[src/rtl/core_v_mini_mcu_pkg.sv]
// rtl/core_v_mini_mcu_pkg.sv - CPU subsystem sizing constants
// Purpose: default hart count and outstanding-transaction limit for the data mux.
// Ports:   none (package)
package core_v_mini_mcu_pkg;

  parameter int NumHartsDefault       = 2;
  parameter int MaxOutstandingDefault = 4;

endpackage

[src/rtl/obi_pkg.sv]
// rtl/obi_pkg.sv - OBI data-port request/response types
// Purpose: shared OBI request and response structs for core and bus ports.
// Ports:   none (package)
package obi_pkg;

  typedef struct packed {
    logic        req;
    logic        we;
    logic [3:0]  be;
    logic [31:0] addr;
    logic [31:0] wdata;
  } obi_req_t;

  typedef struct packed {
    logic        gnt;
    logic        rvalid;
    logic [31:0] rdata;
  } obi_resp_t;

endpackage

[src/rtl/cpu_obi_id_fifo.sv]
// rtl/cpu_obi_id_fifo.sv - in-flight hart-ID FIFO
// Purpose: records the issuing hart of each accepted bus request, oldest first.
// Ports:   clk_i, rst_ni (async active-low); push_i/data_i write; pop_i read;
//          data_o head entry; full_o, empty_o, count_o occupancy.
module cpu_obi_id_fifo #(
  parameter int DEPTH = 4,
  parameter int WIDTH = 1
) (
  input  logic                           clk_i,
  input  logic                           rst_ni,
  input  logic                           push_i,
  input  logic [WIDTH-1:0]               data_i,
  input  logic                           pop_i,
  output logic [WIDTH-1:0]               data_o,
  output logic                           full_o,
  output logic                           empty_o,
  output logic [$clog2(DEPTH+1)-1:0]     count_o
);

  localparam int PtrW = (DEPTH > 1) ? $clog2(DEPTH) : 1;
  localparam int CntW = $clog2(DEPTH + 1);

  logic [WIDTH-1:0] mem_q [DEPTH];
  logic [WIDTH-1:0] mem_d [DEPTH];
  logic [PtrW-1:0]  wr_q, wr_d, rd_q, rd_d;
  logic [CntW-1:0]  cnt_q, cnt_d;
  logic             do_push, do_pop;

  // Pointers wrap explicitly so non-power-of-two depths work.
  function automatic logic [PtrW-1:0] ptr_inc(input logic [PtrW-1:0] p);
    return (p == PtrW'(DEPTH - 1)) ? '0 : p + 1'b1;
  endfunction

  assign full_o  = (cnt_q == CntW'(DEPTH));
  assign empty_o = (cnt_q == '0);
  assign count_o = cnt_q;
  assign data_o  = mem_q[rd_q];
  assign do_push = push_i && !full_o;
  assign do_pop  = pop_i && !empty_o;

  always_comb begin
    mem_d = mem_q;
    wr_d  = wr_q;
    rd_d  = rd_q;
    cnt_d = cnt_q;
    if (do_push) begin
      mem_d[wr_q] = data_i;
      wr_d        = ptr_inc(wr_q);
    end
    if (do_pop) begin
      rd_d = ptr_inc(rd_q);
    end
    if (do_push && !do_pop) begin
      cnt_d = cnt_q + 1'b1;
    end else if (do_pop && !do_push) begin
      cnt_d = cnt_q - 1'b1;
    end
  end

  always_ff @(posedge clk_i or negedge rst_ni) begin
    if (!rst_ni) begin
      for (int i = 0; i < DEPTH; i++) begin
        mem_q[i] <= '0;
      end
      wr_q  <= '0;
      rd_q  <= '0;
      cnt_q <= '0;
    end else begin
      mem_q <= mem_d;
      wr_q  <= wr_d;
      rd_q  <= rd_d;
      cnt_q <= cnt_d;
    end
  end

endmodule

[src/rtl/cpu_obi_mux.sv]
// rtl/cpu_obi_mux.sv - round-robin OBI data-port mux for NUM_HARTS cores
// Purpose: merges per-hart OBI data ports onto one bus master, routing each
//          in-order response back to the hart that issued it.
// Ports:   clk_i, rst_ni (async active-low); core_req_i/core_resp_o per hart;
//          mem_req_o/mem_resp_i bus side; outstanding_o in-flight count;
//          err_o sticky flag for a response with nothing outstanding.
module cpu_obi_mux #(
  parameter int NUM_HARTS       = core_v_mini_mcu_pkg::NumHartsDefault,
  parameter int MAX_OUTSTANDING = core_v_mini_mcu_pkg::MaxOutstandingDefault
) (
  input  logic                                 clk_i,
  input  logic                                 rst_ni,
  input  obi_pkg::obi_req_t                    core_req_i  [NUM_HARTS],
  output obi_pkg::obi_resp_t                   core_resp_o [NUM_HARTS],
  output obi_pkg::obi_req_t                    mem_req_o,
  input  obi_pkg::obi_resp_t                   mem_resp_i,
  output logic [$clog2(MAX_OUTSTANDING+1)-1:0] outstanding_o,
  output logic                                 err_o
);
  import obi_pkg::*;

  localparam int IdW  = (NUM_HARTS > 1) ? $clog2(NUM_HARTS) : 1;
  localparam int CntW = $clog2(MAX_OUTSTANDING + 1);

  logic [IdW-1:0]  rr_q, rr_d, locked_id_q, locked_id_d;
  logic [IdW-1:0]  sel, head_id;
  logic            lock_q, lock_d, err_q, err_d;
  logic            sel_valid, fwd, handshake, pop;
  logic            fifo_full, fifo_empty;
  logic [CntW-1:0] count;
  int              cand;

  // Arbitration: a pending (ungranted) request keeps the port until it is
  // accepted; otherwise pick the first requester at or after the RR pointer.
  always_comb begin
    sel       = '0;
    sel_valid = 1'b0;
    cand      = 0;
    if (lock_q && core_req_i[locked_id_q].req) begin
      sel       = locked_id_q;
      sel_valid = 1'b1;
    end else begin
      for (int k = 0; k < NUM_HARTS; k++) begin
        cand = int'(rr_q) + k;
        if (cand >= NUM_HARTS) begin
          cand = cand - NUM_HARTS;
        end
        if (!sel_valid && core_req_i[cand[IdW-1:0]].req) begin
          sel       = cand[IdW-1:0];
          sel_valid = 1'b1;
        end
      end
    end
  end

  // Full blocks forwarding even when a pop lands in the same cycle, keeping
  // the request path independent of rvalid.
  assign fwd       = rst_ni && sel_valid && !fifo_full;
  assign handshake = fwd && mem_resp_i.gnt;
  assign pop       = rst_ni && mem_resp_i.rvalid && !fifo_empty;

  always_comb begin
    mem_req_o = '0;
    if (rst_ni && sel_valid) begin
      mem_req_o     = core_req_i[sel];
      mem_req_o.req = fwd;
    end
  end

  always_comb begin
    for (int i = 0; i < NUM_HARTS; i++) begin
      core_resp_o[i]     = '0;
      core_resp_o[i].gnt = handshake && (sel == IdW'(i));
      if (pop && (head_id == IdW'(i))) begin
        core_resp_o[i].rvalid = 1'b1;
        core_resp_o[i].rdata  = mem_resp_i.rdata;
      end
    end
  end

  always_comb begin
    rr_d        = rr_q;
    lock_d      = 1'b0;
    locked_id_d = locked_id_q;
    err_d       = err_q || (mem_resp_i.rvalid && fifo_empty);
    if (handshake) begin
      rr_d = (sel == IdW'(NUM_HARTS - 1)) ? '0 : sel + 1'b1;
    end else if (fwd) begin
      lock_d      = 1'b1;
      locked_id_d = sel;
    end else if (lock_q && core_req_i[locked_id_q].req && fifo_full) begin
      // Stalled by the outstanding limit: the pending request still owns the port.
      lock_d = 1'b1;
    end
  end

  always_ff @(posedge clk_i or negedge rst_ni) begin
    if (!rst_ni) begin
      rr_q        <= '0;
      lock_q      <= 1'b0;
      locked_id_q <= '0;
      err_q       <= 1'b0;
    end else begin
      rr_q        <= rr_d;
      lock_q      <= lock_d;
      locked_id_q <= locked_id_d;
      err_q       <= err_d;
    end
  end

  cpu_obi_id_fifo #(
    .DEPTH (MAX_OUTSTANDING),
    .WIDTH (IdW)
  ) u_id_fifo (
    .clk_i   (clk_i),
    .rst_ni  (rst_ni),
    .push_i  (handshake),
    .data_i  (sel),
    .pop_i   (pop),
    .data_o  (head_id),
    .full_o  (fifo_full),
    .empty_o (fifo_empty),
    .count_o (count)
  );

  assign outstanding_o = count;
  assign err_o         = err_q;

endmodule

[config.mk]
export PLATFORM = sky130hd
export DESIGN_NAME = cpu_obi_mux
export DESIGN_NICKNAME = d
export VERILOG_FILES = /design/src/rtl/core_v_mini_mcu_pkg.sv /design/src/rtl/obi_pkg.sv /design/src/rtl/cpu_obi_id_fifo.sv /design/src/rtl/cpu_obi_mux.sv
export SDC_FILE = /design/constraint.sdc
export NUM_CORES = 1
export LEC_CHECK = 0
export BUFFER_PORTS_ARGS = -buffer_cell sky130_fd_sc_hd__buf_4
export CAP_MARGIN = 0
export CORE_AREA = 2 2 122 124
export CTS_BUF_LIST = sky130_fd_sc_hd__clkbuf_2 sky130_fd_sc_hd__clkbuf_4 sky130_fd_sc_hd__clkbuf_8
export DETAILED_ROUTE_END_ITERATION = 10
export DIE_AREA = 0 0 124 126
export PLACE_DENSITY_LB_ADDON = 0.3
export SYNTH_ARGS = -nofsm -noshare
export SYNTH_HDL_FRONTEND = slang
export SYNTH_HIERARCHICAL = 1
export SYNTH_SLANG_ARGS = --single-unit
[constraint.sdc]
create_clock -name clk_i -period 3.2 [get_ports clk_i]
set_input_delay 0.16 -clock clk_i [delete_from_list [all_inputs] [get_ports clk_i]]
set_output_delay 0.16 -clock clk_i [all_outputs]
set_load 0.05 [all_outputs]
; ---- After elaboration in Yosys (flattened, before gate mapping)
; Index checks and enable logic that the tools add are counted.
[totals]
ff_bits = 15
elab_cells = 107
inputBits = 176
output_inout_bits = 142
[op_classes]
magnitude_cmp = 9
eq_ne = 3
n_mux = 40
n_addsub = 8
n_reduce_logical = 27
bitwise_logic = 9
[ops]
columns = cell, n
row1 = 70-bit two-way mux, 10
row2 = 69-bit two-way mux, 3
row3 = 33-bit two-way mux, 2
row4 = 1-bit logical AND, 18
row5 = 1-bit two-way mux, 18
row6 = "2-bit >= comparator, second input constant", 5
row7 = 1-bit NOT with 2-bit output, 4
row8 = "3-bit >= comparator, second input constant", 2
row9 = 3-bit two-way mux, 2
row10 = 2-bit NOT with 3-bit output, 2
row11 = 1-bit logical NOT, 5
row12 = "2-bit by 1-bit adder with 2-bit output, second input constant", 2
row13 = 4-bit bitwise mux, 1
row14 = "2-bit equality test, second input constant", 2
row15 = 2-bit two-way mux, 2
row16 = "3-bit by 1-bit adder with 3-bit output, second input constant", 1
row17 = "3-bit equality test, second input constant", 1
row18 = 3-bit logical NOT, 1
row19 = "3-bit by 1-bit < comparator with 1-bit output, second input constant", 1
row20 = 1-bit NOT, 3
row21 = "3-bit by 1-bit subtractor with 3-bit output, second input constant", 1
row22 = "1-bit by 1-bit adder with 2-bit output, second input constant", 1
row23 = 1-bit binary-select mux with 2-bit select, 1
row24 = 1-bit demux with 2-bit select, 1
row25 = other kinds (6), 7

; ---- Longest topological paths before layout
[logic_depth]
ltp_word = 24
mapped_depth = 13
ltp_nobuf = 11

; ---- Cells and area by module
; The synthesis kept the hierarchy.
[modules_own_cells]
columns = module, area_per_inst_um2, instances, cells_per_inst
row1 = cpu_obi_mux, 2808.9, 1, 502
row2 = cpu_obi_id_fifo, 630.6, 1, 54

; ---- Worst setup path after synthesis
; OpenSTA, ideal clock, no wires.
[synth_path]
path_type = reg-to-reg
start = register u_id_fifo.cnt_q[0] (netlist: u_id_fifo/count_o[0])
end = register u_id_fifo.cnt_q[2] (netlist: u_id_fifo/count_o[2])
path_slack_ps = 614
arrival_ps = 2504
synth_period_minus_slack_ps = 2586
path_stages_with_launch = 12
t_required_ps = 3118
setup_ps = 82
path_cell_list = dfrtp_1 > nor3b_4 > nand3b_1 > nor2_1 > nand2b_4 > inv_1 > ha_1 > inv_1 > fa_1 > xor2_1 > nor2_1 > xor2_1
[synth_between]
elab_chain_len = 8
[synth_lines]
columns = item, line
row1 = from (decl), cpu_obi_id_fifo.sv:26  ; logic [CntW-1:0] cnt_q, cnt_d;
row2 = from (signal assigned), cpu_obi_id_fifo.sv:72  ; cnt_q <= cnt_d;
row3 = 3-bit equality test *, cpu_obi_id_fifo.sv:34  ; assign full_o = (cnt_q == CntW'(DEPTH));
row4 = named net fifo_full, cpu_obi_mux.sv:29  ; logic fifo_full, fifo_empty;
row5 = 1-bit logical NOT *, cpu_obi_mux.sv:58  ; assign fwd = rst_ni && sel_valid && !fifo_full;
row6 = 1-bit logical AND *, cpu_obi_mux.sv:58
row7 = 1-bit logical AND *, cpu_obi_mux.sv:59  ; assign handshake = fwd && mem_resp_i.gnt;
row8 = named net handshake, cpu_obi_mux.sv:28  ; logic sel_valid, fwd, handshake, pop;
row9 = 1-bit logical AND *, cpu_obi_id_fifo.sv:38  ; assign do_push = push_i && !full_o;
row10 = named net u_id_fifo.do_push, cpu_obi_id_fifo.sv:27  ; logic do_push, do_pop;
row11 = 1-bit logical NOT, cpu_obi_id_fifo.sv:55  ; end else if (do_pop && !do_push) begin
row12 = 1-bit logical AND, cpu_obi_id_fifo.sv:55
row13 = 2-bit nonzero test (no line), --
; The timed path passes the listed nets; every way through them passes the cells marked *. The select of a mux whose other input is x is not followed.
; A chain may end at the register's enable or synchronous reset.

; ---- Final worst setup path
[layout_path]
start = register u_id_fifo.cnt_q[2] (netlist: u_id_fifo/count_o[2])
end = register u_id_fifo.cnt_q[2] (netlist: u_id_fifo/count_o[2])
; The elaborated chain is that of the path after synthesis.

==> implementation parameters <==
Parameter                              Value

Status
  Outcome ... finished clean

Timing
  Fin Clk Skew ... roughly 1.3 ps
  Setup violation total in the final timing report ... 0
  Setup total negative slack ... 0 ps
  Worst slew pin tran ... 926.8 ps
  Unrepaired setup endpoints after global routing ... no
  Max Slew Vio Count ... 0
  Worst slew margin relative to its limit ... approximately two fifths
  Min Hold Slack ... roughly 130 ps
  Maximum clock rate ... a little under 400 MHz
  Share of the cycle needed by the critical path after routing ... between 70% and 80%
  Least setup slack across all paths after layout ... around 670 ps
  Final Hold Violating Endpoints ... 0
  Final critical path time including I/O delays and setup ... 2531 ps

Setup path
  R2R depth ... 11
  Data required time of the critical path ... between 3000 and 4000 ps
  Slowest cell on crit path ... sky130_fd_sc_hd__dfrtp_1
  CP Launch Type ... flop
  Flop-to-flop setup slack ... roughly 670 ps
  Largest fanout on the critical path ... 11
  Kind of critical path ... reg -> reg
  Crit path capture type ... flop
  Data arrival, critical path ... between 2000 and 3000 ps
  Worst flop-to-flop path startpoint ... u_id_fifo/count_o[2]
  Slowest Stage Delay on Critical Path ... 420 ps
  Capturing point of the worst reg2reg path ... u_id_fifo/count_o[2]
  Cell chain of the critical path ... nor3b_4 > nand3b_1 > nor2_1 > nand2b_4 > inv_1 > ha_1 > inv_1 > fa_1 > xor2_1 > nor2_1 > xor2_1

Routing
  Average routed wire per standard cell ... 14.42 um
  Vias per cell ... between 4 and 5
  Vias post-DR ... between 4,000 and 5,000
  Routed Wire Length ... 14.55 mm
  1st-pass router iterations ... 4
  Number of nets with antenna violations after routing ... 0
  Detailed Route Iter0 Violations ... roughly 270
  Remaining design rule violation count ... 0

Floorplan
  Die extent in x ... 124 um
  Die extent in y ... around 130 um
  Rows ... 44
  Count of pins on the block boundary ... roughly 320
  Initial core utilization ... 24.03%
  CORE AREA ... 14,310 sq um
  Die footprint ... roughly 16,000 sq um

Job
  Max Cap Violations ... 0

Logic synthesis
  Async set or reset register ratio after synthesis ... 100.0%
  Leading post-synthesis cells by cell area ... sky130_fd_sc_hd__a21oi_1 (21%), sky130_fd_sc_hd__nand2_1 (16%), sky130_fd_sc_hd__o21a_1 (15%)
  Largest area contributor in the netlist ... sky130_fd_sc_hd__a21oi_1
  Total nets after synthesis ... around 740
  Mean Syn Cell Area ... 6.186 sq um
  Top cell type's share of synthesized area ... ~21%
  EDFF count, synth ... 0
  Sequential element share of the synthesized area ... approximately 11%
  Number of storage elements in the synthesis netlist ... 15
  YS warnings ... 6
  Cells after Synth ... about 560
  Post-synth cell types ... 39
  Combined area of all synthesized cells ... between 3000 and 4000 sq um
  Most used DFF post-synth ... sky130_fd_sc_hd__dfrtp_1

Clock network
  CTS sink count ... 15
  Clock-pin slew on the worst setup and hold paths ... approximately 60 ps
  CTS tree ... built
  Number of hold-repair buffers added at the cts stage ... 1
  CTS Buf Count ... 3
  CTS HTree Levels ... 1
  Clk Latency, worst-skew pair ... 250 ps
  Setup Fix Bufs, Post-CTS ... 0
  Post-CTS Resized ... 0
  Clk buf depth ... 2
  Clock Root Buffer ... sky130_fd_sc_hd__clkbuf_8

Worst hold path
  Cell depth of the worst min-delay path ... 2
  Beginning of the worst hold path ... mem_resp_i[32]
  End point of the most critical hold path ... err_o
  Min-delay worst type ... in -> reg

Placed design
  Routability congestion estimate ... around 0.76
  Post-placement worst setup slack ... around 700 ps
  Count of buffers from port buffering ... 317
  Half-perimeter wire length after detailed placement ... approximately 11 mm
  Area of placed instances ... 5759 sq um
  Total instance count after detailed placement ... between 1,000 and 1,500

Final layout
  Net count reported at finish ... 1,009
  Fin area ... about 5800 sq um
  Area Growth Syn to Fin ... 69.08%
  Number of fill cells in the layout ... ~1,600
  Share of cells above drive strength 1 ... approximately 41%
  Diode count ... 0
  Non-filler instance count after layout ... between 1,000 and 1,500

GRT
  GR Layer Usage met3 ... 4.574%
  Via count of the first global-routing pass ... 4,274
  Global-route wire length before repair ... about 22 mm
  Global routing's busiest layer ... met2
  Met1 global-route usage ... about a fifth
  Global router's overall resource usage ... between 15 and 20%
  Initial antenna violation count ... 0
  GR Layer Usage met2 ... between 30% and 40%
  Maximum number of pins on one net before global-route repair ... roughly 100
  Overflow after GRT ... 0

Power
  Pwr/cell area ... 529.7 nW/um^2
  Peak VDD IR ... 401.9 uV
  Leakage power ... 0.002991 uW
-- flip-flops by register name, summed over array words and instances, names as in the netlist --
| signal | cells |
|---|---|
| err_o | 1 |
| lock_q | 1 |
| locked_id_q | 1 |
| rr_q | 1 |
| u_id_fifo/count_o | 3 |
| u_id_fifo/mem_q | 4 |
| u_id_fifo/rd_q | 2 |
| u_id_fifo/wr_q | 2 |
-- cells by family (layout without fill, tap and decap cells) --
group	count (synthesis)	count (layout)	share of synthesized area (%)
simple gates	231	231	32.27
compound gates	226	226	38.60
buf+inv	66	335	11.10
flops	15	15	10.91
mux	8	8	3.601
fa+ha+maj	7	7	2.765
xor+xnor	3	3	0.7641
-- routing by layer --
layer / part of all wire (%) / up-vias
met4: 0.82 / 0
met1: 36 / 2047
li1: - / 2405
met2: 53 / 203
met5: 0 / -
met3: 10 / 10
-- through the flow --
step           utilization, %  total power, uW
3_3_place_gp            40.24             2938
3_5_place_dp            40.24             2951
4_1_cts                 40.63             3114
6_report                40.63             3080
2_1_floorplan               -             2321
5_1_grt                 40.63             3293
-- critical path, delay by kind of cell, from the launching register on --
kind	cells	cell delay [ps]
AND/OR/NAND/NOR	5	1020
adder cells (fa/ha/maj)	2	540
flip-flops	1	420
XOR/XNOR	2	330
buffers and inverters	2	140
-- final cells by class --
| type | count | area, sq um | share of cell area, % |
|---|---|---|---|
| multi-input cells | 475 | 2683 | 46.13 |
| repair buffers | 326 | 2462 | 42.34 |
| flip-flops and latches | 15 | 375.4 | 6.454 |
| well taps | 184 | 230.2 | 3.959 |
| clock buffers | 3 | 41.29 | 0.7100 |
| inverters | 5 | 18.77 | 0.3227 |
| clock inverters | 1 | 5.005 | 0.08606 |
-- how the worst max path moves through the flow --
stage,start,end,slack [ps],depth (start not counted)
after detailed placement,u_id_fifo/count_o[2],u_id_fifo/count_o[2],710,11
after CTS,u_id_fifo/count_o[2],u_id_fifo/count_o[2],660,11
after global routing,u_id_fifo/count_o[2],u_id_fifo/count_o[2],440,11
after floorplan,u_id_fifo/count_o[0],u_id_fifo/count_o[2],610,11
after global placement,u_id_fifo/count_o[2],u_id_fifo/count_o[2],800,11
final,u_id_fifo/count_o[2],u_id_fifo/count_o[2],670,11
-- report_power, final --
| part | switching (uW) | internal [uW] |
|---|---|---|
| sequential | 108 | 277 |
| clock | 68.3 | 86.2 |
| combinational | 1680 | 864 |
| total | 1850 | 1230 |
-- cell usage in the layout, fill, tap and decap left out, types with 2 or more instances in the layout --
cell type and count:
sky130_fd_sc_hd__ha_1 6, sky130_fd_sc_hd__and2_1 65, sky130_fd_sc_hd__nor2_1 6, sky130_fd_sc_hd__a211oi_1 2, sky130_fd_sc_hd__xor2_1 2, sky130_fd_sc_hd__o21ai_0 8, sky130_fd_sc_hd__clkbuf_8 3, sky130_fd_sc_hd__dfrtp_1 15
sky130_fd_sc_hd__a21oi_1 142, sky130_fd_sc_hd__o21a_1 69, sky130_fd_sc_hd__mux2_4 3, sky130_fd_sc_hd__nand2_1 147, sky130_fd_sc_hd__inv_1 5, sky130_fd_sc_hd__mux2_1 2, sky130_fd_sc_hd__buf_4 324, sky130_fd_sc_hd__nand2b_4 2
-- cell usage after synthesis (2+ instances only) --
| library cell | count |
|---|---|
| sky130_fd_sc_hd__buf_6 | 15 |
| sky130_fd_sc_hd__o21ai_0 | 8 |
| sky130_fd_sc_hd__a211oi_1 | 2 |
| sky130_fd_sc_hd__o21a_1 | 69 |
| sky130_fd_sc_hd__clkbuf_1 | 31 |
| sky130_fd_sc_hd__xor2_1 | 2 |
| sky130_fd_sc_hd__dfrtp_1 | 15 |
| sky130_fd_sc_hd__inv_1 | 5 |
| sky130_fd_sc_hd__a21oi_1 | 142 |
| sky130_fd_sc_hd__nand2_1 | 147 |
| sky130_fd_sc_hd__nand2b_4 | 2 |
| sky130_fd_sc_hd__ha_1 | 6 |
| sky130_fd_sc_hd__mux2_1 | 2 |
| sky130_fd_sc_hd__mux2_4 | 3 |
| sky130_fd_sc_hd__and2_1 | 65 |
| sky130_fd_sc_hd__nor2_1 | 6 |
| sky130_fd_sc_hd__buf_2 | 14 |
Note: power is estimated with default switching activity, not from simulation.
